==> config.mk <==
export PLATFORM = sky130hd
export DESIGN_NAME = dwa_dem_encoder
export DESIGN_NICKNAME = d
export VERILOG_FILES = /design/src/rtl/dwa_dem_encoder.sv
export SDC_FILE = /design/constraint.sdc
export NUM_CORES = 1
export LEC_CHECK = 0
export ABC_AREA = 1
export CAP_MARGIN = 5
export CORE_ASPECT_RATIO = 1.1
export CORE_UTILIZATION = 30
export CTS_CLUSTER_SIZE = 14
export DETAILED_ROUTE_END_ITERATION = 8
export HOLD_SLACK_MARGIN = 0.06
export PLACE_DENSITY = 0.62
export SLEW_MARGIN = 5
export SYNTH_ARGS = -nofsm -noshare
export SYNTH_HDL_FRONTEND = slang
export SYNTH_SLANG_ARGS = --single-unit
==> constraint.sdc <==
create_clock -name clk_i -period 2.4 [get_ports clk_i]
set_input_delay 0.6 -clock clk_i [delete_from_list [all_inputs] [get_ports clk_i]]
set_output_delay 0.6 -clock clk_i [all_outputs]
set_load 0.05 [all_outputs]
==> src/rtl/dwa_dem_encoder.sv <==
// DWA dynamic element matching encoder: clamps a quantizer code, builds a thermometer
// mask and rotates it from a running pointer; one register stage on every output.
module dwa_dem_encoder #(
  parameter int unsigned CODE_WIDTH   = 3,
  parameter int unsigned NUM_ELEMENTS = 8,
  parameter int unsigned PTR_WIDTH    = $clog2(NUM_ELEMENTS)
) (
  input  logic                    clk_i,
  input  logic                    rst_i,
  input  logic [CODE_WIDTH-1:0]   code_i,
  input  logic                    code_valid_i,
  input  logic                    dem_en_i,
  output logic [NUM_ELEMENTS-1:0] elem_sel_o,
  output logic                    sel_valid_o,
  output logic [PTR_WIDTH-1:0]    ptr_o,
  output logic                    ovf_o
);

  localparam int unsigned SUM_W = PTR_WIDTH + 1;
  localparam int unsigned K_W   = (CODE_WIDTH > SUM_W) ? CODE_WIDTH : SUM_W;
  localparam logic [K_W-1:0]   N_K = K_W'(NUM_ELEMENTS);
  localparam logic [SUM_W-1:0] N_S = SUM_W'(NUM_ELEMENTS);

  logic [NUM_ELEMENTS-1:0] sel_q, sel_d;
  logic [PTR_WIDTH-1:0]    ptr_q, ptr_d;
  logic                    valid_q, valid_d;
  logic                    ovf_q, ovf_d;

  logic [K_W-1:0]          code_ext_c;
  logic [K_W-1:0]          k_c;
  logic                    ovf_c;
  logic [SUM_W-1:0]        ptr_ext_c;
  logic [SUM_W-1:0]        sum_c;
  logic [SUM_W-1:0]        ptr_nxt_c;
  logic [NUM_ELEMENTS-1:0] therm_c;
  logic [NUM_ELEMENTS-1:0] rot_c;

  // Clamp the code to the number of available elements.
  assign code_ext_c = K_W'(code_i);
  assign ovf_c      = (code_ext_c > N_K);
  assign k_c        = ovf_c ? N_K : code_ext_c;

  // Pointer advance: one conditional subtract keeps non-power-of-two sizes exact.
  assign ptr_ext_c  = SUM_W'(ptr_q);
  assign sum_c      = ptr_ext_c + SUM_W'(k_c);
  assign ptr_nxt_c  = (sum_c >= N_S) ? (sum_c - N_S) : sum_c;

  // Element i is enabled when its distance past the pointer (mod N) is below k.
  for (genvar gi = 0; gi < int'(NUM_ELEMENTS); gi++) begin : g_elem
    localparam logic [SUM_W-1:0] IDX = SUM_W'(gi);
    logic [SUM_W-1:0] off_c;
    assign off_c       = (IDX >= ptr_ext_c) ? (IDX - ptr_ext_c) : (IDX + N_S - ptr_ext_c);
    assign therm_c[gi] = (K_W'(IDX) < k_c);
    assign rot_c[gi]   = (K_W'(off_c) < k_c);
  end

  always_comb begin
    sel_d   = sel_q;
    ptr_d   = ptr_q;
    ovf_d   = ovf_q;
    valid_d = 1'b0;
    if (code_valid_i) begin
      valid_d = 1'b1;
      ovf_d   = ovf_c;
      if (dem_en_i) begin
        sel_d = rot_c;
        ptr_d = PTR_WIDTH'(ptr_nxt_c);
      end else begin
        sel_d = therm_c;
      end
    end
  end

  always_ff @(posedge clk_i) begin
    if (rst_i) begin
      sel_q   <= '0;
      ptr_q   <= '0;
      valid_q <= 1'b0;
      ovf_q   <= 1'b0;
    end else begin
      sel_q   <= sel_d;
      ptr_q   <= ptr_d;
      valid_q <= valid_d;
      ovf_q   <= ovf_d;
    end
  end

  assign elem_sel_o  = sel_q;
  assign ptr_o       = ptr_q;
  assign sel_valid_o = valid_q;
  assign ovf_o       = ovf_q;

endmodule

==> report_table.html, run 1 <==
<table>
<tr><th>Metric</th><th>Value</th></tr>
<tr><th colspan="2">Clock network</th></tr>
<tr><td>Clock transition at the register clock pins on the worst setup and hold paths after CTS</td><td>roughly 0.070 ns</td></tr>
<tr><td>Clock tree root buffer cell</td><td>clkbuf_4</td></tr>
<tr><td>Count of hold-fix buffers inserted at cts</td><td>0</td></tr>
<tr><td>Number of sinks driven by the clock tree</td><td>12</td></tr>
<tr><td>TritonCTS buffer count</td><td>3</td></tr>
<tr><td>Count of cells resized by post-cts repair</td><td>0</td></tr>
<tr><td>Max clock buf depth</td><td>2</td></tr>
<tr><td>Depth of the CTS H-tree</td><td>1</td></tr>
<tr><td>Post-CTS Setup Bufs</td><td>0</td></tr>
<tr><td>Clock tree from TritonCTS</td><td>built</td></tr>
<tr><td>Later-pin clock latency in the skew report</td><td>approximately 0.27 ns</td></tr>
<tr><th colspan="2">Floorplanning</th></tr>
<tr><td>Total die area</td><td>between 3000 and 4000 sq um</td></tr>
<tr><td>Rows</td><td>22</td></tr>
<tr><td>Die W</td><td>60.0 um</td></tr>
<tr><td># IOs</td><td>20</td></tr>
<tr><td>Die outline height</td><td>about 66 um</td></tr>
<tr><td>Effective utilization at floorplan</td><td>0.323</td></tr>
<tr><td>CORE AREA</td><td>around 3400 sq um</td></tr>
<tr><th colspan="2">Yosys</th></tr>
<tr><td>Number of distinct standard cells referenced by the synthesized netlist</td><td>21</td></tr>
<tr><td>Syn Area/Cell</td><td>between 7 and 8 sq um</td></tr>
<tr><td>#FFs+latches synth</td><td>12</td></tr>
<tr><td>Post-Syn Area</td><td>1110 sq um</td></tr>
<tr><td>Number of warnings issued by yosys</td><td>0</td></tr>
<tr><td>Mapped Cells</td><td>about 160</td></tr>
<tr><td>Synth Net Count</td><td>189</td></tr>
<tr><td>Sequential area share after synthesis</td><td>0.216</td></tr>
<tr><th colspan="2">Timing</th></tr>
<tr><td>Post-route worst hold slack</td><td>about 0.48 ns</td></tr>
<tr><td>Relative slew margins</td><td>0.662</td></tr>
<tr><td>Period Utilization, post-route</td><td>0.931</td></tr>
<tr><td>Setup clock skew after layout</td><td>0.00228 ns</td></tr>
<tr><td>Final number of hold-violating endpoints</td><td>0</td></tr>
<tr><td>Fin Setup TNS</td><td>0 ns</td></tr>
<tr><td>Post-route minimum period</td><td>~2.2 ns</td></tr>
<tr><td>Slew at the pin closest to its max-slew limit</td><td>about 0.5 ns</td></tr>
<tr><td>Top achievable clock speed</td><td>around 450 MHz</td></tr>
<tr><td>Setup violation total in the final timing report</td><td>0</td></tr>
<tr><td>Setup repair after global routing missed its margin</td><td>false</td></tr>
<tr><td>Final Slew Violations</td><td>0</td></tr>
<tr><th colspan="2">Finish</th></tr>
<tr><td>Leading cell types in the layout, fill and taps excluded</td><td>nand2_1, ha_1, inv_1</td></tr>
<tr><td>Layout cells sized above 1</td><td>0.0894</td></tr>
<tr><td>Post-layout nets</td><td>around 210</td></tr>
<tr><td>Diodes inserted</td><td>0</td></tr>
<tr><td>Synth-to-layout area growth</td><td>25.8%</td></tr>
<tr><td>Combined area of the multi-input logic cells</td><td>about 760 sq um</td></tr>
<tr><td>Filler Cells Inserted</td><td>360</td></tr>
<tr><td>Most common library cell in the layout ignoring fill and taps</td><td>nand2_1</td></tr>
<tr><td>Sequential cell area</td><td>roughly 240 sq um</td></tr>
<tr><th colspan="2">Status</th></tr>
<tr><td>Status</td><td>complete, no violations</td></tr>
<tr><th colspan="2">Routing</th></tr>
<tr><td>Met1 wire length</td><td>between 1 and 1.5 mm</td></tr>
<tr><td>Met2 routed WL</td><td>approximately 1.1 mm</td></tr>
<tr><td>Aggregate routed wire length</td><td>around 2.5 mm</td></tr>
<tr><td>Iteration-0 DRC Markers</td><td>50</td></tr>
<tr><td>Routed wire per std cell</td><td>10.9 um</td></tr>
<tr><td>Top layer reached by signal wires</td><td>met4</td></tr>
<tr><td>Number of iterations in the first detailed-routing pass</td><td>4</td></tr>
<tr><td>Count of unresolved DRC violations after routing</td><td>0</td></tr>
<tr><td>Vias</td><td>roughly 1000</td></tr>
<tr><td>Count of antenna-violating nets left after detailed routing</td><td>0</td></tr>
<tr><td>Post-detailed-route via-to-cell ratio</td><td>approximately 4.5</td></tr>
<tr><td>Routed wire length on met3</td><td>about 74 um</td></tr>
<tr><th colspan="2">Power and ir drop</th></tr>
<tr><td>Pwr dens</td><td>481 nW/um^2</td></tr>
<tr><td>Post-route total power</td><td>between 600 and 700 uW</td></tr>
<tr><td>Leakage power of the design</td><td>a little under 0.0007 uW</td></tr>
<tr><td>IR drop worst, VDD</td><td>between 200 and 250 uV</td></tr>
<tr><th colspan="2">Worst setup path</th></tr>
<tr><td>Buffer and inverter count on the worst path</td><td>1</td></tr>
<tr><td>Crit. End Element</td><td>output pin</td></tr>
<tr><td>Critical path arrival</td><td>1.64 ns</td></tr>
<tr><td>Start of the worst register-to-register path</td><td>ptr_o[1]$_SDFFE_PP0P_</td></tr>
<tr><td>Critical path peak fanout</td><td>8</td></tr>
<tr><td>Highest-delay cell along the critical path</td><td>clkdlybuf4s50_1</td></tr>
<tr><td>Worst-path cell chain</td><td>clkdlybuf4s50_1</td></tr>
<tr><td>Critical path launch point</td><td>ptr_o[1]$_SDFFE_PP0P_</td></tr>
<tr><td>Category of the worst setup path launch point</td><td>flop</td></tr>
<tr><td>Crit path largest cell delay</td><td>between 0.8 and 0.9 ns</td></tr>
<tr><td>CP Class</td><td>flop to output pin</td></tr>
<tr><td>Required arrival time at the worst endpoint</td><td>1.80 ns</td></tr>
<tr><td>Cell type group with the largest total delay on the critical path</td><td>buffers and inverters</td></tr>
<tr><th colspan="2">Global route</th></tr>
<tr><td>Vias in the first global route</td><td>slightly below 1000</td></tr>
<tr><td>GRT Util Overall</td><td>0.142</td></tr>
<tr><td>Number of antenna violations at the first check in global routing</td><td>0</td></tr>
<tr><td>Overall overflow remaining after global route</td><td>0</td></tr>
<tr><td>Largest net degree at the start of global routing</td><td>12</td></tr>
<tr><td>First-pass GRT wire length</td><td>between 4 and 5 mm</td></tr>
<tr><th colspan="2">Place</th></tr>
<tr><td>Count of port buffers added during placement</td><td>18</td></tr>
<tr><td>Post-detailed-placement half-perimeter wirelength</td><td>approximately 2 mm</td></tr>
<tr><td>Final Wtd Congestion</td><td>0.853</td></tr>
<tr><th colspan="2">Hold path</th></tr>
<tr><td>Min-Delay Startpoint</td><td>elem_sel_o[7]$_SDFFE_PP0P_</td></tr>
<tr><td>Worst min path class</td><td>flop to flop</td></tr>
<tr><th colspan="2">Run</th></tr>
<tr><td>Number of max-cap violations</td><td>0</td></tr>
</table>
sequential cells by signal, indices dropped and copies added, names as in the netlist:
signal and count:
elem_sel_o 8, ptr_o 3, sel_valid_o 1
final timing paths:
check,end,slack (ns),depth (start not counted)
min reg2reg,elem_sel_o[7]$_SDFFE_PP0P_,0.48,2
max,ptr_o[1],0.16,1
max reg2reg,elem_sel_o[4]$_SDFFE_PP0P_,0.47,10
min,elem_sel_o[7]$_SDFFE_PP0P_,0.48,2
where the power goes:
part / total, uW / switching (uW) / internal (uW)
Sequential: 224 / 9.98 / 214
Combinational: 286 / 181 / 105
Clock: 161 / 69.0 / 92.2
through the flow:
stage	setup WS [ns]	utilization	area [sq um]	cells
floorplan	0.290	-	1110	156
global placement	0.197	0.395	1360	223
detailed placement	0.184	0.395	1360	223
CTS	0.153	0.406	1400	227
global route	0.108	0.406	1400	227
finish	0.164	0.406	1400	227
area by class of cell:
class                   instances  area share
multi-input cells             117       0.547
inverters                      25      0.0672
repair buffers                 21       0.145
flip-flops and latches         12       0.172
clock buffers                   4      0.0260
well taps                      48      0.0430
tightest hold or removal path, stage by stage, from the launching register on:
cell     delay (ns)
dfxtp_1        0.32
nand2_1        0.06
a21oi_1        0.06
cells by family after synthesis:
group,count (synthesis),synth area share
XOR/XNOR,1,0.00789
adder cells (fa/ha/maj),26,0.300
buffers and inverters,27,0.0958
AND/OR/NAND/NOR,54,0.196
other,1,0.00338
flip-flops,12,0.216
AO/OA/AOI/OAI,35,0.180
synth_stat cells:
library cell,instances,area [sq um]
nand2_1,36,135
ha_1,25,313
inv_1,20,75.1
a21oi_1,16,80.1
dfxtp_1,12,240
o21ai_0,10,50.1
nor2_1,9,33.8
nand3_1,6,30.0
inv_2,5,18.8
a21oi_2,4,35.0
o21bai_1,2,15.0
or2_0,2,12.5
a211oi_1,1,7.51
buf_2,1,5.00
buf_4,1,7.51
conb_1,1,3.75
fa_1,1,20.0
o21ai_1,1,5.00
o31ai_1,1,7.51
or2_1,1,6.26
xor2_1,1,8.76
per-layer routing:
layer  global-route usage  vias to the layer above
met5                    0                        -
met4               0.0262                        0
met3               0.0450                        2
met2                0.229                       19
met1                0.184                      460
li1                     -                      549
No activity file was read; power rests on OpenSTA's default activity.
==> run 2: changes to the inputs <==
CAP_MARGIN = 20   (was 5)
==> results of run 2 <==
No change in the layout: final DEF, timing and power equal those of run 1.
==> run 3: changes to the inputs <==
CTS_CLUSTER_DIAMETER = 40   (was not set)
DONT_BUFFER_PORTS = 1   (was not set)
PLACE_DENSITY = 0.55   (was 0.62)
==> report_table.html, run 3 (same netlist as run 1, synthesis figures left out) <==
<table>
<tr><th>Metric</th><th>Value</th></tr>
<tr><th colspan="2">Clock network</th></tr>
<tr><td>Count of cells resized by post-cts repair</td><td>0 (unchanged)</td></tr>
<tr><td>Clock tree root buffer cell</td><td>clkbuf_4 (unchanged)</td></tr>
<tr><td>Depth of the CTS H-tree</td><td>1 (unchanged)</td></tr>
<tr><td>Max clock buf depth</td><td>2 (unchanged)</td></tr>
<tr><td>Count of hold-fix buffers inserted at cts</td><td>0 (unchanged)</td></tr>
<tr><td>TritonCTS buffer count</td><td>3 (unchanged)</td></tr>
<tr><td>Clock tree from TritonCTS</td><td>built (unchanged)</td></tr>
<tr><td>Later-pin clock latency in the skew report</td><td>0.28 ns (was 0.27 ns)</td></tr>
<tr><td>Post-CTS Setup Bufs</td><td>0 (unchanged)</td></tr>
<tr><td>Clock transition at the register clock pins on the worst setup and hold paths after CTS</td><td>0.08 ns (was 0.07 ns)</td></tr>
<tr><td>Number of sinks driven by the clock tree</td><td>12 (unchanged)</td></tr>
<tr><th colspan="2">Worst setup path</th></tr>
<tr><td>Critical path peak fanout</td><td>9 (was 8)</td></tr>
<tr><td>Reg-to-reg slack, setup</td><td>0.52 ns (was 0.47 ns)</td></tr>
<tr><td>Crit. End Element</td><td>flop (was output pin)</td></tr>
<tr><td>Critical path arrival</td><td>2.10 ns (was 1.64 ns)</td></tr>
<tr><td>Category of the worst setup path launch point</td><td>flop (unchanged)</td></tr>
<tr><td>CP Class</td><td>flop to flop (was flop to output pin)</td></tr>
<tr><td>Required arrival time at the worst endpoint</td><td>2.62 ns (was 1.80 ns)</td></tr>
<tr><th colspan="2">Place</th></tr>
<tr><td>Count of port buffers added during placement</td><td>0 (was 18)</td></tr>
<tr><td>Post-detailed-placement half-perimeter wirelength</td><td>1.99 mm (was 2.00 mm)</td></tr>
<tr><td>Final Wtd Congestion</td><td>0.851 (was 0.853)</td></tr>
<tr><td>Placed cell areas</td><td>1180 sq um (was 1360 sq um)</td></tr>
<tr><th colspan="2">Timing</th></tr>
<tr><td>Top achievable clock speed</td><td>532 MHz (was 447 MHz)</td></tr>
<tr><td>Final Slew Violations</td><td>0 (unchanged)</td></tr>
<tr><td>Setup violation total in the final timing report</td><td>0 (unchanged)</td></tr>
<tr><td>Post-route minimum period</td><td>1.88 ns (was 2.24 ns)</td></tr>
<tr><td>Final number of hold-violating endpoints</td><td>0 (unchanged)</td></tr>
<tr><td>Fin Setup TNS</td><td>0 ns (unchanged)</td></tr>
<tr><td>Slew at the pin closest to its max-slew limit</td><td>0.506 ns (was 0.505 ns)</td></tr>
<tr><td>Period Utilization, post-route</td><td>0.783 (was 0.931)</td></tr>
<tr><td>Setup clock skew after layout</td><td>0.00264 ns (was 0.00228 ns)</td></tr>
<tr><td>Setup repair after global routing missed its margin</td><td>false (unchanged)</td></tr>
<tr><td>Relative slew margins</td><td>0.662 (about the same)</td></tr>
<tr><th colspan="2">Routing</th></tr>
<tr><td>Iteration-0 DRC Markers</td><td>20 (was 50)</td></tr>
<tr><td>Count of antenna-violating nets left after detailed routing</td><td>0 (unchanged)</td></tr>
<tr><td>Count of unresolved DRC violations after routing</td><td>0 (unchanged)</td></tr>
<tr><td>Number of iterations in the first detailed-routing pass</td><td>4 (unchanged)</td></tr>
<tr><td>Routed wire per std cell</td><td>11.7 um (was 10.9 um)</td></tr>
<tr><td>Post-detailed-route via-to-cell ratio</td><td>4.62 (was 4.54)</td></tr>
<tr><td>Aggregate routed wire length</td><td>2.45 mm (was 2.47 mm)</td></tr>
<tr><td>Vias</td><td>965 (was 1030)</td></tr>
<tr><th colspan="2">Power and ir drop</th></tr>
<tr><td>Cell-internal power</td><td>379 uW (was 411 uW)</td></tr>
<tr><td>Flop pwr share</td><td>0.425 (was 0.334)</td></tr>
<tr><td>Sw frac</td><td>0.398 (was 0.387)</td></tr>
<tr><td>Sw Pwr</td><td>251 uW (was 260 uW)</td></tr>
<tr><td>Leakage power of the design</td><td>0.000610 uW (was 0.000676 uW)</td></tr>
<tr><td>IR drop worst, VDD</td><td>157 uV (was 223 uV)</td></tr>
<tr><td>Clock network fraction of design power</td><td>0.261 (was 0.240)</td></tr>
<tr><td>Pwr dens</td><td>518 nW/um^2 (was 481 nW/um^2)</td></tr>
<tr><td>Logic pwr share</td><td>0.314 (was 0.426)</td></tr>
<tr><th colspan="2">Global route</th></tr>
<tr><td>Overall overflow remaining after global route</td><td>0 (unchanged)</td></tr>
<tr><td>First-pass GRT wire length</td><td>4.00 mm (was 4.24 mm)</td></tr>
<tr><td>Vias in the first global route</td><td>898 (was 962)</td></tr>
<tr><td>Largest net degree at the start of global routing</td><td>12 (unchanged)</td></tr>
<tr><td>GRT Util Overall</td><td>0.136 (was 0.142)</td></tr>
<tr><td>Number of antenna violations at the first check in global routing</td><td>0 (unchanged)</td></tr>
<tr><th colspan="2">Floorplanning</th></tr>
<tr><td>Die outline height</td><td>65.8 um (unchanged)</td></tr>
<tr><td>Effective utilization at floorplan</td><td>0.323 (unchanged)</td></tr>
<tr><td>Die W</td><td>60.0 um (unchanged)</td></tr>
<tr><td># IOs</td><td>20 (unchanged)</td></tr>
<tr><td>Rows</td><td>22 (unchanged)</td></tr>
<tr><td>Total die area</td><td>3950 sq um (unchanged)</td></tr>
<tr><td>CORE AREA</td><td>3440 sq um (unchanged)</td></tr>
<tr><th colspan="2">Finish</th></tr>
<tr><td>Post-layout nets</td><td>195 (was 213)</td></tr>
<tr><td>Diodes inserted</td><td>0 (unchanged)</td></tr>
<tr><td>Filler Cells Inserted</td><td>367 (was 360)</td></tr>
<tr><td>Combined area of the multi-input logic cells</td><td>763 sq um (unchanged)</td></tr>
<tr><td>Most common library cell in the layout ignoring fill and taps</td><td>nand2_1 (unchanged)</td></tr>
<tr><td>Leading cell types in the layout, fill and taps excluded</td><td>nand2_1, ha_1, inv_1 (unchanged)</td></tr>
<tr><td>Layout cells sized above 1</td><td>0.0994 (was 0.0894)</td></tr>
<tr><td>Sequential cell area</td><td>240 sq um (unchanged)</td></tr>
<tr><td>Flip-flop count of the largest register after layout</td><td>8 (unchanged)</td></tr>
<tr><td>Final Cell Area</td><td>1220 sq um (was 1400 sq um)</td></tr>
<tr><td>Synth-to-layout area growth</td><td>9.58% (was 25.8%)</td></tr>
<tr><th colspan="2">Status</th></tr>
<tr><td>Status</td><td>complete, no violations (unchanged)</td></tr>
<tr><th colspan="2">Run</th></tr>
<tr><td>Number of max-cap violations</td><td>0 (unchanged)</td></tr>
<tr><th colspan="2">Hold path</th></tr>
<tr><td>Worst min path class</td><td>input port to flop (was flop to flop)</td></tr>
</table>
==> run 3: final timing paths <==
kind                                                    to                  start  cells after the start
worst max-delay path            elem_sel_o[2]$_SDFFE_PP0P_  ptr_o[0]$_SDFFE_PP0P_                      8
worst min-delay path            elem_sel_o[7]$_SDFFE_PP0P_                  rst_i                      1
worst max register to register  elem_sel_o[2]$_SDFFE_PP0P_  ptr_o[0]$_SDFFE_PP0P_                      8
worst min register to register       ptr_o[1]$_SDFFE_PP0P_  ptr_o[1]$_SDFFE_PP0P_                      2
==> run 3: power groups by stage <==
stage               Combinational (uW)  Clock, uW  Sequential, uW
floorplan                          145          0             284
global placement                   197          0             272
detailed placement                 199          0             273
CTS                                200        170             268
global route                       232        177             271
finish                             198        165             268
==> run 3: stage by stage <==
step	instances	util	hold slack, ns	worst slack, ns	power (uW)
final	209	0.353	0.381	0.520	630
after global routing	209	0.353	0.365	0.369	680
after floorplan	156	-	0.669	0.290	429
after CTS	209	0.353	0.374	0.494	639
after detailed placement	205	0.343	0.611	0.515	472
after global placement	205	0.343	0.600	0.544	470
==> run 3: cell type report <==
cell class              instances  area share
repair buffers                  3      0.0185
well taps                      48      0.0494
flip-flops and latches         12       0.198
inverters                      25      0.0772
multi-input cells             117       0.628
clock buffers                   4      0.0298
==> run 3: worst max-delay path, cell delays in order (launching register included) <==
cell and delay [ns]:
dfxtp_1 0.54, ha_1 0.21, inv_1 0.04, ha_1 0.31
ha_1 0.19, or2_0 0.23, a21oi_2 0.10, nand2_1 0.10
a21oi_2 0.11
==> run 3: routing by layer <==
layer,share of wire,GRT usage,vias to the layer above
li1,-,-,514
met1,0.42,0.153,420
met2,0.52,0.243,29
met3,0.053,0.0313,2
met4,0.0069,0.0494,0
met5,0,0,-
